$ cat config.mk
export PLATFORM = sky130hd
export DESIGN_NAME = accel_host_driver
export DESIGN_NICKNAME = d
export VERILOG_FILES = /design/src/rtl/accel_host_driver.sv
export SDC_FILE = /design/constraint.sdc
export NUM_CORES = 1
export LEC_CHECK = 0
export ABC_AREA = 1
export BUFFER_PORTS_ARGS = -buffer_cell sky130_fd_sc_hd__buf_2
export CAP_MARGIN = 5
export CELL_PAD_IN_SITES_DETAIL_PLACEMENT = 1
export CELL_PAD_IN_SITES_GLOBAL_PLACEMENT = 1
export CORE_AREA = 2 2 628 630
export CTS_BUF_LIST = sky130_fd_sc_hd__clkbuf_16
export DETAILED_ROUTE_END_ITERATION = 10
export DIE_AREA = 0 0 630 632
export GPL_TIMING_DRIVEN = 1
export PLACE_DENSITY = 0.3
export SETUP_SLACK_MARGIN = 0.5
export SLEW_MARGIN = 40
export SYNTH_ARGS = -nofsm -noshare
export SYNTH_HDL_FRONTEND = slang
export SYNTH_SLANG_ARGS = --single-unit
export TNS_END_PERCENT = 30
$ cat constraint.sdc
create_clock -name clk -period 48.4 [get_ports clk]
set_clock_uncertainty 0.15 [all_clocks]
set_input_delay 7.26 -clock clk [delete_from_list [all_inputs] [get_ports clk]]
set_output_delay 7.26 -clock clk [all_outputs]
set_load 0.1 [all_outputs]
$ cat src/rtl/accel_host_driver.sv
// accel_host_driver
//   Host-side initiator for the binarized CNN accelerator. The driver does
//   three jobs in turn:
//     1. Streams the conv1, conv2 and FC weight words from a host
//        valid/ready stream into the accelerator kernel-write port.
//     2. Presents one captured 28x28 binary image with a valid/ready
//        handshake.
//     3. Collects the 4-bit class result and measures the inference
//        latency, flagging a timeout if the result never arrives.
//   All outputs are registered. Reset is asynchronous and active-high.
//
// Ports
//   clk, rst                          clock, async active-high reset
//   start, skip_load, img_data        run request, weight reuse, image
//   w_valid/w_ready/w_data            host weight stream
//   kernel_in_valid/offset/addr/layer accelerator kernel write port
//   image_in_valid/ready, image       accelerator image handshake
//   class_out_valid/ready, class_out  accelerator class handshake
//   busy, weights_loaded              status
//   result_valid/class/cycles         inference result
//   timeout_err                       one-cycle timeout pulse
module accel_host_driver #(
    parameter int bW       = 8,
    parameter int L1_WORDS = 90,
    parameter int L2_WORDS = 1080,
    parameter int FC_WORDS = 960,
    parameter int TIMEOUT  = 4095
) (
    input  logic          clk,
    input  logic          rst,
    input  logic          start,
    input  logic          skip_load,
    input  logic [783:0]  img_data,
    input  logic          w_valid,
    output logic          w_ready,
    input  logic [bW-1:0] w_data,
    output logic          kernel_in_valid,
    output logic [bW-1:0] kernel_offset,
    output logic [10:0]   kernel_addr,
    output logic [1:0]    kernel_layer,
    output logic          image_in_valid,
    input  logic          image_in_ready,
    output logic [783:0]  image,
    input  logic          class_out_valid,
    output logic          class_out_ready,
    input  logic [3:0]    class_out,
    output logic          busy,
    output logic          weights_loaded,
    output logic          result_valid,
    output logic [3:0]    result_class,
    output logic [15:0]   result_cycles,
    output logic          timeout_err
);

    localparam logic [10:0] L1_LAST     = 11'(L1_WORDS - 1);
    localparam logic [10:0] L2_LAST     = 11'(L2_WORDS - 1);
    localparam logic [10:0] FC_LAST     = 11'(FC_WORDS - 1);
    localparam logic [15:0] TIMEOUT_CNT = 16'(TIMEOUT);

    typedef enum logic [2:0] {
        IDLE,
        LOAD1,
        LOAD2,
        LOADFC,
        SEND_IMG,
        WAIT_CLASS
    } state_t;

    state_t      state;
    logic [10:0] word_cnt;
    logic [15:0] lat_cnt;

    // Per-layer decode of the current load state.
    logic [10:0] layer_last;
    logic [1:0]  layer_code;
    logic        word_last;
    logic [15:0] lat_next;

    always_comb begin
        layer_last = L1_LAST;
        layer_code = 2'd1;
        case (state)
            LOAD2: begin
                layer_last = L2_LAST;
                layer_code = 2'd2;
            end
            LOADFC: begin
                layer_last = FC_LAST;
                layer_code = 2'd3;
            end
            default: begin
                layer_last = L1_LAST;
                layer_code = 2'd1;
            end
        endcase
        word_last = (word_cnt == layer_last);
        // Latency counter saturates rather than wrapping.
        lat_next  = (lat_cnt == 16'hFFFF) ? lat_cnt : lat_cnt + 16'd1;
    end

    always_ff @(posedge clk or posedge rst) begin
        if (rst) begin
            state           <= IDLE;
            word_cnt        <= '0;
            lat_cnt         <= '0;
            w_ready         <= 1'b0;
            kernel_in_valid <= 1'b0;
            kernel_offset   <= '0;
            kernel_addr     <= '0;
            kernel_layer    <= '0;
            image_in_valid  <= 1'b0;
            image           <= '0;
            class_out_ready <= 1'b0;
            busy            <= 1'b0;
            weights_loaded  <= 1'b0;
            result_valid    <= 1'b0;
            result_class    <= '0;
            result_cycles   <= '0;
            timeout_err     <= 1'b0;
        end else begin
            kernel_in_valid <= 1'b0;
            result_valid    <= 1'b0;
            timeout_err     <= 1'b0;

            case (state)
                IDLE: begin
                    if (start) begin
                        image <= img_data;
                        busy  <= 1'b1;
                        if (skip_load && weights_loaded) begin
                            state          <= SEND_IMG;
                            image_in_valid <= 1'b1;
                        end else begin
                            state    <= LOAD1;
                            w_ready  <= 1'b1;
                            word_cnt <= '0;
                        end
                    end
                end

                LOAD1, LOAD2, LOADFC: begin
                    // w_ready is held high throughout the load states, so a
                    // beat is simply w_valid.
                    if (w_valid) begin
                        kernel_in_valid <= 1'b1;
                        kernel_offset   <= w_data;
                        kernel_addr     <= word_cnt;
                        kernel_layer    <= layer_code;
                        if (word_last) begin
                            word_cnt <= '0;
                            case (state)
                                LOAD1:   state <= LOAD2;
                                LOAD2:   state <= LOADFC;
                                default: begin
                                    state          <= SEND_IMG;
                                    w_ready        <= 1'b0;
                                    image_in_valid <= 1'b1;
                                    weights_loaded <= 1'b1;
                                end
                            endcase
                        end else begin
                            word_cnt <= word_cnt + 11'd1;
                        end
                    end
                end

                SEND_IMG: begin
                    if (image_in_ready) begin
                        image_in_valid  <= 1'b0;
                        class_out_ready <= 1'b1;
                        lat_cnt         <= '0;
                        state           <= WAIT_CLASS;
                    end
                end

                WAIT_CLASS: begin
                    // A class arriving on the timeout cycle takes priority.
                    if (class_out_valid) begin
                        result_class    <= class_out;
                        result_cycles   <= lat_next;
                        result_valid    <= 1'b1;
                        class_out_ready <= 1'b0;
                        busy            <= 1'b0;
                        state           <= IDLE;
                    end else if (lat_next >= TIMEOUT_CNT) begin
                        timeout_err     <= 1'b1;
                        class_out_ready <= 1'b0;
                        busy            <= 1'b0;
                        state           <= IDLE;
                    end else begin
                        lat_cnt <= lat_next;
                    end
                end

                default: begin
                    state <= IDLE;
                end
            endcase
        end
    end

endmodule

* Yosys cells after proc, flatten, opt, wreduce, memory -nomap -nowiden *
Index checks and enable logic that the tools add are counted.

operators by class
  add/subtract/negate cells = 2
  multipliers = 0
  divide/modulo/power cells = 0
  $lt $le $gt $ge = 1
  equal/unequal tests = 17
  shifts and indexed selects = 0
  mux-type cells = 47
  bitwise logic cells = 1
  reductions and logical operators = 19

operators by type and width
  cell                   number
  $mux 16                4
  $mux 11                4
  $pmux 11 s2            2
  $pmux 16 s2            1
  $mux 1                 22
  $mux 3                 7
  $ne 2x2->1 const B     9
  $add 16x1->16 const B  1
  $eq 16x16->1 const B   1
  $ge 16x12->1 const B   1
  $pmux 3 s4             1
  $reduce_and 4->1       3
  $add 11x1->11 const B  1
  $eq 11x11->1           1
  $reduce_and 7->1       1
  $eq 3x2->1 const B     2
  $eq 3x3->1 const B     2
  $pmux 1 s2             3
  $pmux 3 s2             1
  $reduce_and 2->1       3
  $reduce_and 3->1       2
  $reduce_and 6->1       1
  $reduce_bool 2->1      3
  $reduce_and 5->1       1
  10 further kinds       10

word-level totals
  register bits = 863
  bits in latches = 0
  RAM bits = 0
  bits in read-only memories = 0
  word-level logic and storage cells = 104
  memories kept = 0

* Logic depth before layout (Yosys ltp) *
Gate-level depths: netlist (run 1).

  depth in word-level cells = 6
  mapped depth = 14
  depth with buffers taken out = 14

* Least setup slack after synthesis (run 1) *
No wires, ideal clock.

  path type = input -> register
  start point = input port skip_load
  end point = register word_cnt[10]
  library setup time = 0.077 ns
  arrival time = 8.352 ns
  required time = 48.173 ns
  slack = 39.821 ns
  stages on the path = 9
  cell sequence = nand2_1 -> o21ai_0 -> nor2_2 -> nand3_1 -> nor2_1 -> nand3_1 -> nor2_1 -> o21ai_0 -> a21oi_1

between the ends
  longest elaborated chain between the ends = 3

ends and longest elaborated chain
  what                        line  source
  from (decl)                 32    input logic skip_load,
  $logic_and 1x1->1           130   if (skip_load && weights_loaded) begin
  $ne 2x2->1 (no line)        -
  $reduce_and 4->1 (no line)  -
  to (signal assigned)        162   word_cnt <= word_cnt + 11'd1;
  to (decl)                   70    logic [10:0] word_cnt;

No other way between the ends.
A chain may end at the register's enable or synchronous reset.

==> run_results.csv, run 1 <==
group,metric,value,unit
finish,layout.nets,6238,
synthesis,yosys.area.top_type,"dfrtp_1",
finish,layout-drive-gt1-share,0.342,
detailed_routing,viasPerCell,3.03,
synthesis,syn_area,33100,um2
setup_path,rr_worst_depth,12,
clocking,cts_root_buf,"clkbuf_16",
timing,relSlewSlack,0.434,
flow_run,drv_cap,0,
finish,multi_input_area,10500,um2
die,die_w,630,um
clocking,hold_buffers,0,
placed_design,gp_congestion,0.823,
synthesis,ys_seq_area_frac,0.653,
detailed_routing,wirelength,265,mm
timing,max_freq,99.7,MHz
setup_path,slowest_stage,"buf_4",
synthesis,yosys.cell_types.count,37,
finish,seqCellArea,21600,um2
clocking,cts.path.max_buffers,4,
die,die_height,632,um
setup_path,cp_common_cell,"buf_6",
die,initial_core_util,0.0845,
setup_path,slowest_delay,0.71,ns
synthesis,syn_inst,3798,
setup_path,cp-end-kind,"asynchronous set/reset pin",
hold_path,min_path_type,"reg -> reg",
die,dieArea,398000,um2
detailed_routing,drtIter0Drc,1274,
grt,grt_max_degree,147,
timing,grt_setup_unrepaired,"no",
timing,setup_ws,38.37,ns
detailed_routing,drcViolationCount,0,
setup_path,r2r_slack,43.81,ns
synthesis,synth-main-ff-cell,"dfrtp_1",
detailed_routing,wire_per_inst,24.6,um
clocking,clk_pin_slew_worst_paths,0.05,ns
clocking,cts-htree-levels,4,
finish,fillers,46700,
clocking,ctsResizeCount,0,
synthesis,synth_area_per_cell,8.71,um2
setup_path,critPathLaunch,"rst",
finish,area_delta_synth_final,56.8,%
setup_path,reg2reg_from,"state[0]",
timing,maxSlewViolCount,0,
clocking,cts_sinks,863,
setup_path,crit_buf_inv,7,
timing,min_period,10.03,ns
die,boundaryPins,1636,
placed_design,dp_cells,10500,
die,rows,230,
detailed_routing,via_count,32700,
placed_design,hpwl,219,mm
setup_path,required,49.15,ns
synthesis,async_flop_share,1.00,
timing,fin_setup_tns,0,ns
setup_path,crit_path_cell_trace,"buf_2 -> inv_8 -> buf_4 -> buf_6 -> buf_4 -> buf_6 -> buf_6",
grt,first_global_vias,34900,
synthesis,yosysWarnings,0,
setup_path,worst-path-stages,7,
detailed_routing,final_antenna_net_count,0,
setup_path,cp-endpoint,"image[467]",
run_status,outcome,"completed",
timing,hold-worst-slack,0.311,ns
clocking,cts_setup_buffers,0,
synthesis,syn_nets,4603,
die,coreArea,391000,um2
grt,grt_pass1_wl,348,mm
timing,setup_viol,0,
grt,grt_util_all_layers,0.129,
placed_design,io_buffers,1635,
synthesis,synth_edf_count,0,
setup_path,cp_max_fo,70,
setup_path,reg2reg_to,"image[55]",
timing,timing.final.hold_violations,0,
clocking,cts_made_buffers,137,
synthesis,synth_area_leaders,"dfrtp_1, nand2_1, buf_2",
clocking,cts_tree,"yes",
synthesis,synth-seq-cells,863,
grt,antenna_found_initial,228,
placed_design,post-place-ws,36.46,ns
timing,worst_pin_slew,0.855,ns
detailed_routing,first_pass_iters,5,
grt,overflow,0,
synthesis,synth.top_cell.area_share,0.653,
setup_path,path_delay_family,"buffers and inverters",
timing,period_share,0.207,
setup_path,crit_type,"in -> async",
setup_path,start_kind,"input pin",
setup_path,cp_data_arrival_time,10.78,ns
clocking,clk_latency,0.81,ns
finish,finalNonFillerCells,10800,
[flip-flops by register name (all words and copies together), names as in the netlist, 2 cells and up]
| signal | cells |
|---|---|
| state | 3 |
| lat_cnt | 16 |
| result_cycles | 16 |
| kernel_addr | 11 |
| kernel_offset | 8 |
| image | 784 |
| kernel_layer | 2 |
| word_cnt | 11 |
| result_class | 4 |
[final cells by class]
class,count,area share
Sequential cell,863,0.417
Clock inverter,91,0.0126
Timing Repair Buffer,1681,0.169
Multi-Input combinational cell,2705,0.203
Tap cell,5220,0.126
Clock buffer,140,0.0676
Inverter,45,0.00355
Antenna cell,43,0.00208
[logic make-up (layout without fill, tap and decap cells)]
group	count (synthesis)	count (layout)	synth area share
AO/OA/AOI/OAI	45	45	0.00738
flip-flops	863	863	0.653
adder cells (fa/ha/maj)	2	2	0.000757
AND/OR/NAND/NOR	2653	2653	0.308
XOR/XNOR	5	5	0.00132
buffers and inverters	230	1957	0.0298
other	0	43	0
[layer usage]
layer  wire length [um]  vias to the layer above  global-route usage
li1                   -                    14900                   -
met1              95900                    15900               0.135
met2             140000                     1280               0.243
met3              21200                      529              0.0471
met4               7370                       74              0.0287
met5                468                        -                   0
[worst min-delay path, cell delays in order, from the launching register on]
cell and delay (ns):
dfrtp_1 0.33, nand2_1 0.05, nand2_1 0.05
[cells in the final DEF, fill, tap and decap left out, drive strengths merged]
cell type / synthesis / final
nor3: 7 / 7
nor2: 42 / 42
and2: 3 / 3
nand2: 2532 / 2532
buf: 88 / 1681
o21bai: 2 / 2
diode: 0 / 43
clkinv: 1 / 48
nand4: 6 / 6
ha: 2 / 2
bufinv: 0 / 7
a221oi: 1 / 1
clkinvlp: 0 / 3
o22ai: 1 / 1
dfrtp: 863 / 863
nor3b: 1 / 1
a21oi: 12 / 12
o21ai: 26 / 26
and3: 2 / 2
inv: 44 / 78
xnor2: 2 / 2
a21boi: 2 / 2
clkbuf: 97 / 140
or2: 5 / 5
o22a: 1 / 1
xor2: 3 / 3
nand3: 55 / 55
[Yosys cell counts, types with 3 or more instances]
cell / number
a21oi_1: 12
buf_1: 6
buf_2: 79
buf_6: 3
clkbuf_1: 97
dfrtp_1: 863
inv_1: 41
inv_2: 3
nand2_1: 2530
nand3_1: 50
nand3_2: 4
nand4_1: 5
nor2_1: 31
nor2_2: 8
nor2_4: 3
nor3_1: 6
o21ai_0: 26
or2_2: 3
xor2_1: 3
[through the flow]
| step | utilization | instance area [um2] |
|---|---|---|
| 2_1_floorplan | - | 33100 |
| 3_3_place_gp | 0.121 | 47300 |
| 3_5_place_dp | 0.121 | 47500 |
| 4_1_cts | 0.132 | 51700 |
| 5_1_grt | 0.132 | 51800 |
| 6_report | 0.132 | 51800 |
[worst min-delay path by stage]
stage | cells past startpoint | start | end
floorplan | 1 | word_cnt[10] | word_cnt[10]
global placement | 2 | image[272] | image[272]
detailed placement | 2 | image[171] | image[171]
CTS | 2 | image[24] | image[24]
global route | 2 | image[447] | image[447]
finish | 2 | image[447] | image[447]
Power of run 1 is not shown: default switching activity piles up to over one toggle a cycle in this logic, so the estimate is an artifact.
==> run 2, diff against run 1 <==
--- a/config.mk
+++ b/config.mk
@@ -5,15 +5,15 @@
 export SDC_FILE = /design/constraint.sdc
 export NUM_CORES = 1
 export LEC_CHECK = 0
-export ABC_AREA = 1
+export ABC_AREA = 0
 export BUFFER_PORTS_ARGS = -buffer_cell sky130_fd_sc_hd__buf_2
 export CAP_MARGIN = 5
 export CELL_PAD_IN_SITES_DETAIL_PLACEMENT = 1
 export CELL_PAD_IN_SITES_GLOBAL_PLACEMENT = 1
-export CORE_AREA = 2 2 628 630
+export CORE_AREA = 2 2 635 637
 export CTS_BUF_LIST = sky130_fd_sc_hd__clkbuf_16
 export DETAILED_ROUTE_END_ITERATION = 10
-export DIE_AREA = 0 0 630 632
+export DIE_AREA = 0 0 637 639
 export GPL_TIMING_DRIVEN = 1
 export PLACE_DENSITY = 0.3
 export SETUP_SLACK_MARGIN = 0.5
==> constraint.sdc (replaced) <==
create_clock -name clk -period 8.65 [get_ports clk]
set_clock_uncertainty 0.15 [all_clocks]
set_input_delay 1.2975 -clock clk [delete_from_list [all_inputs] [get_ports clk]]
set_output_delay 1.2975 -clock clk [all_outputs]
set_load 0.1 [all_outputs]
==> run 2 against run 1 <==
  * Core utilization shrank 0.29 points
  * Synthesized area shrank 0.89%
  * Die area grew 2.2%
  * Non-clock buffer count shrank 11
  * Clock-buffer cell count is the same
  * Sequential share of layout area shrank 0.076 points
  * Global-route usage shrank 1.0 points
  * Register-to-register slack lost 39 ns
  * Critical path type is now reg -> reg
  * Synthesized cell count shrank 46%
==> run_results.csv, run 2 <==
group,metric,value,unit
placed_design,placed_area,47400,um2
setup_path,path_delay_family,"buffers and inverters",
detailed_routing,via_count,25700,
timing,fin_setup_tns,0,ns
setup_path,slowest_delay,0.58,ns
synthesis,synth-seq-cells,863,
setup_path,cp_common_cell,"buf_12",
clocking,ctsResizeCount,0,
finish,reg_top3,"image x784, lat_cnt x16, result_cycles x16",
die,coreArea,401000,um2
setup_path,cp-end-kind,"flip-flop",
setup_path,crit_type,"reg -> reg",
setup_path,critPathLaunch,"state[0]",
setup_path,crit_path_cell_trace,"or2_2 -> nor3b_2 -> buf_12 -> buf_12 -> buf_16 -> mux2_2",
detailed_routing,drtIter0Drc,1027,
hold_path,hold_depth,2,
detailed_routing,met2_length,122,mm
synthesis,syn_area,32800,um2
die,die_w,637,um
timing,min_period,3.77,ns
clocking,cts_tree,"yes",
die,die_height,639,um
timing,max_freq,265,MHz
grt,overflow,0,
detailed_routing,top_layer,"met5",
setup_path,worst-path-stages,6,
finish,layout.nets,4538,
setup_path,crit_buf_inv,3,
grt,grt_pass1_wl,315,mm
detailed_routing,drcViolationCount,0,
placed_design,gp_congestion,0.860,
synthesis,yosysWarnings,0,
clocking,cts-htree-levels,4,
clocking,cts_root_buf,"clkbuf_16",
setup_path,cp-endpoint,"image[542]",
flow_run,drv_cap,0,
finish,largest_reg_flops,784,
clocking,hold_buffers,0,
setup_path,r2r_slack,4.88,ns
clocking,clk_pin_slew_worst_paths,0.06,ns
die,dieArea,407000,um2
synthesis,syn_inst,2037,
grt,first_global_vias,27600,
clocking,cts_sinks,863,
setup_path,cp_max_fo,81,
synthesis,synth_area_per_cell,16.1,um2
timing,timing.final.hold_violations,0,
finish,final_area,51900,um2
setup_path,cp_data_arrival_time,4.31,ns
synthesis,synth_area_leaders,"dfrtp_1, mux2_2, buf_2",
synthesis,synth.top_cell.area_share,0.659,
finish,layout_commonest_cell,"buf_2",
synthesis,synth_common_cells,"dfrtp_1, mux2_2, buf_2",
finish,area_delta_synth_final,58.4,%
synthesis,yosys.area.top_type,"dfrtp_1",
synthesis,ys_seq_area_frac,0.659,
clocking,clk_latency,0.84,ns
grt,antenna_found_initial,244,
detailed_routing,met1_length,93.2,mm
detailed_routing,wire_per_inst,27.1,um
finish,layout-drive-gt1-share,0.698,
timing,worst_pin_slew,0.859,ns
synthesis,yosys.cell_types.count,54,
detailed_routing,viasPerCell,2.79,
setup_path,rr_worst_depth,6,
die,initial_core_util,0.0818,
grt,grt_util_all_layers,0.119,
clocking,cts_setup_buffers,0,
detailed_routing,first_pass_iters,5,
setup_path,required,9.20,ns
detailed_routing,wirelength,250,mm
placed_design,io_buffers,1635,
timing,relSlewSlack,0.422,
timing,grt_setup_unrepaired,"no",
clocking,cts.path.max_buffers,4,
clocking,cts_made_buffers,137,
timing,hold-worst-slack,0.331,ns
setup_path,reg2reg_from,"state[0]",
setup_path,slowest_stage,"nor3b_2",
setup_path,reg2reg_to,"image[542]",
hold_path,min_path_type,"reg -> reg",
timing,period_share,0.436,
synthesis,syn_nets,2842,
timing,setup_ws,4.88,ns
run_status,outcome,"completed",
die,rows,233,
finish,top_register,"image",
timing,maxSlewViolCount,0,
finish,final_cell_mix,"buf_2, dfrtp_1, mux2_2",
detailed_routing,wl_met3,27.4,mm
placed_design,hpwl,211,mm
detailed_routing,final_antenna_net_count,0,
timing,setup_viol,0,
synthesis,async_flop_share,1.00,
placed_design,post-place-ws,4.50,ns
die,boundaryPins,1636,
grt,grt_max_degree,124,
setup_path,start_kind,"flip-flop",
synthesis,synth_edf_count,0,
synthesis,synth.most_common_cell,"dfrtp_1",
synthesis,synth-main-ff-cell,"dfrtp_1",
==> run 2: changes by cell type after synthesis, moves of 8 or more <==
cell,previous run,this run
a31oi_1,0,10
nand2_1,2530,32
clkbuf_1,97,21
a21oi_1,12,22
mux2_2,0,809
nor2_2,8,0
nand3_1,50,16
inv_1,41,12
==> run 2: worst min-delay path by stage <==
| stage | from | to | slack [ns] |
|---|---|---|---|
| 2_1_floorplan | word_cnt[6] | kernel_addr[6] | 0.36 |
| 3_3_place_gp | result_cycles[3] | result_cycles[3] | 0.32 |
| 6_report | result_cycles[2] | result_cycles[2] | 0.33 |
| 5_1_grt | rst | image[758] | 0.31 |
| 3_5_place_dp | result_cycles[2] | result_cycles[2] | 0.33 |
| 4_1_cts | rst | image[756] | 0.31 |
==> run 2: final cells by class <==
cell class,count,area (um2)
Antenna cell,100,250
Multi-Input combinational cell,1048,10600
Fill cell,46200,349000
Clock inverter,86,649
Sequential cell,863,21600
Inverter,13,52.6
Tap cell,5287,6620
Clock buffer,140,3500
Timing Repair Buffer,1670,8670
==> run 2: per-stage QoR <==
step | cells | utilization
floorplan | 2037 | -
global placement | 8877 | 0.118
detailed placement | 8878 | 0.118
CTS | 9104 | 0.129
global route | 9150 | 0.129
finish | 9207 | 0.130
==> run 2: logic make-up after synthesis <==
family,after synthesis,synth area share
XOR/XNOR,15,0.00401
multiplexers,816,0.280
adder cells (fa/ha/maj),2,0.000763
buffers and inverters,126,0.0183
AO/OA/AOI/OAI,84,0.0171
flip-flops,863,0.659
AND/OR/NAND/NOR,131,0.0207
==> run 2: per-layer routing <==
layer,global-route usage,vias up
li1,-,10800
met1,0.131,13000
met2,0.206,1268
met3,0.0567,457
met4,0.0252,122
met5,0,-
==> run 2: worst reg2reg max path: cells and delay by family, from the launching register on <==
| kind | cells | cell delay, ns |
|---|---|---|
| buffers and inverters | 3 | 1.33 |
| flip-flops | 1 | 0.57 |
| multiplexers | 1 | 0.55 |
| AND/OR/NAND/NOR | 2 | 1.02 |
Power of run 2 is left out for the same reason.
==> run 3, diff against run 2 <==
==> constraint.sdc (replaced) <==
create_clock -name clk -period 3.5 [get_ports clk]
set_clock_uncertainty 0.15 [all_clocks]
set_input_delay 0.525 -clock clk [delete_from_list [all_inputs] [get_ports clk]]
set_output_delay 0.525 -clock clk [all_outputs]
set_load 0.1 [all_outputs]
==> run 3 against run 2 <==
  * Clock-buffer cell count down 3
  * Wire length increased by 1.7%
  * Via count rose by 11%
  * Die area unchanged
  * Final area is 17% higher
  * Sequential share of layout area down 5.9 points
  * Flip-flop and latch count unchanged
  * Global-route usage grew 0.23 points
  * Largest cell class unchanged
==> run_results.csv, run 3 (synthesis gave the netlist of run 2 again) <==
group,metric,value,unit
run_status,outcome,"completed",
grt,grt_pass1_wl,328,mm
die,die_height,639,um
detailed_routing,wirelength,254,mm
setup_path,reg2reg_from,"state[1]",
grt,grt_util_all_layers,0.121,
timing,setup_viol,0,
setup_path,crit_buf_inv,4,
timing,relSlewSlack,0.453,
setup_path,cp-end-kind,"flip-flop",
setup_path,cp_common_cell,"buf_12",
finish,layout-drive-gt1-share,0.585,
die,rows,233,
hold_path,min_path_type,"in -> async",
finish,final_cell_mix,"buf_2, dfrtp_1, mux2_2",
timing,timing.final.hold_violations,0,
finish,area_delta_synth_final,84.7,%
finish,fin_util,0.151,
placed_design,io_buffers,1635,
grt,grt_max_degree,94,
finish,top_register,"image",
clocking,cts.path.max_buffers,4,
setup_path,r2r_slack,0.59,ns
detailed_routing,drtIter0Drc,974,
finish,layout.nets,5404,
setup_path,cp_max_fo,40,
grt,overflow,0,
timing,max_freq,343,MHz
clocking,cts_tree,"yes",
finish,reg_top3,"image x784, lat_cnt x16, result_cycles x16",
finish,largest_reg_flops,784,
placed_design,hpwl,216,mm
clocking,cts_root_buf,"clkbuf_16",
timing,grt_setup_unrepaired,"yes",
clocking,clk_pin_slew_worst_paths,0.06,ns
detailed_routing,first_pass_iters,4,
setup_path,slowest_stage,"dfrtp_1",
detailed_routing,viasPerCell,2.84,
die,boundaryPins,1636,
timing,min_period,2.91,ns
grt,first_global_vias,31600,
setup_path,required,4.04,ns
setup_path,crit_type,"reg -> reg",
timing,maxSlewViolCount,0,
finish,layout_commonest_cell,"buf_2",
die,coreArea,401000,um2
setup_path,slowest_delay,0.50,ns
die,dieArea,407000,um2
detailed_routing,drcViolationCount,0,
setup_path,cp_data_arrival_time,3.45,ns
die,die_w,637,um
setup_path,critPathLaunch,"state[1]",
die,initial_core_util,0.0818,
finish,finalNonFillerCells,10100,
grt,antenna_found_initial,204,
detailed_routing,wire_per_inst,25.3,um
clocking,cts_made_buffers,134,
placed_design,dp_cells,8945,
detailed_routing,final_antenna_net_count,0,
placed_design,gp_congestion,0.833,
setup_path,path_delay_family,"buffers and inverters",
clocking,cts-htree-levels,4,
setup_path,crit_path_cell_trace,"or2_2 -> nor3b_4 -> buf_12 -> buf_12 -> buf_16 -> buf_12 -> mux2_2",
flow_run,drv_cap,0,
clocking,cts_sinks,863,
timing,worst_pin_slew,0.826,ns
detailed_routing,via_count,28600,
clocking,clk_latency,0.84,ns
timing,period_share,0.832,
setup_path,start_kind,"flip-flop",
==> run 3: cell types whose count changed in the layout (fill, tap and decap cells not counted), moves of 4 or more <==
cell	delta
clkinv_1	-5
buf_4	+45
buf_12	+24
diode_2	-15
dlygate4sd3_1	+800
buf_2	+4
==> run 3: final cells by class <==
class	count	area, um2
clock inverter	78	547
multi-input combinational	1048	10600
timing repair buffer	2539	17500
sequential	863	21600
inverter	13	52.6
antenna	85	213
tap	5287	6620
fill	46000	340000
clock buffer	137	3430
==> run 3: final timing paths <==
kind	cells after the start	to
max	7	image[779]
min	3	image[196]
max in group asynchronous	5	image[667]
min reg2reg	2	result_cycles[2]
max reg2reg	7	image[779]
min in group clk	5	word_cnt[0]
==> run 3: per-layer routing <==
layer	vias to the layer above	wire length (um)	GRT usage
met1	14400	106000	0.147
met5	-	333	0
li1	12500	-	-
met4	50	6160	0.0270
met3	353	18400	0.0377
met2	1232	124000	0.208
==> run 3: tightest hold or removal path, cell delays in order <==
cell and delay [ns]:
buf_2 0.11, clkinvlp_4 0.44, buf_12 0.27
==> run 3: through the flow <==
stage	hold slack [ns]	setup WS [ns]	TNS [ns]	instance area [um2]
after floorplan	0.361	-9.04	-7798.88	32800
after global placement	0.327	0.254	0	48200
after detailed placement	0.330	0.242	0	48200
after CTS	0.0227	0.480	0	60300
after global routing	0.0131	0.467	0	60400
final	0.0267	0.588	0	60500
==> run 3: what timing repair did <==
item | 4_1_cts | 5_1_grt
gates resized for setup | 5 | 7
gates cloned | 1 | 0
pin swaps | 1 | 3
buffers inserted | 1 | 3
endpoints found under the hold margin | 806 | 0
endpoints found under the setup margin | 588 | 113
hold buffers | 800 | 0
Power of run 3 is left out for the same reason.
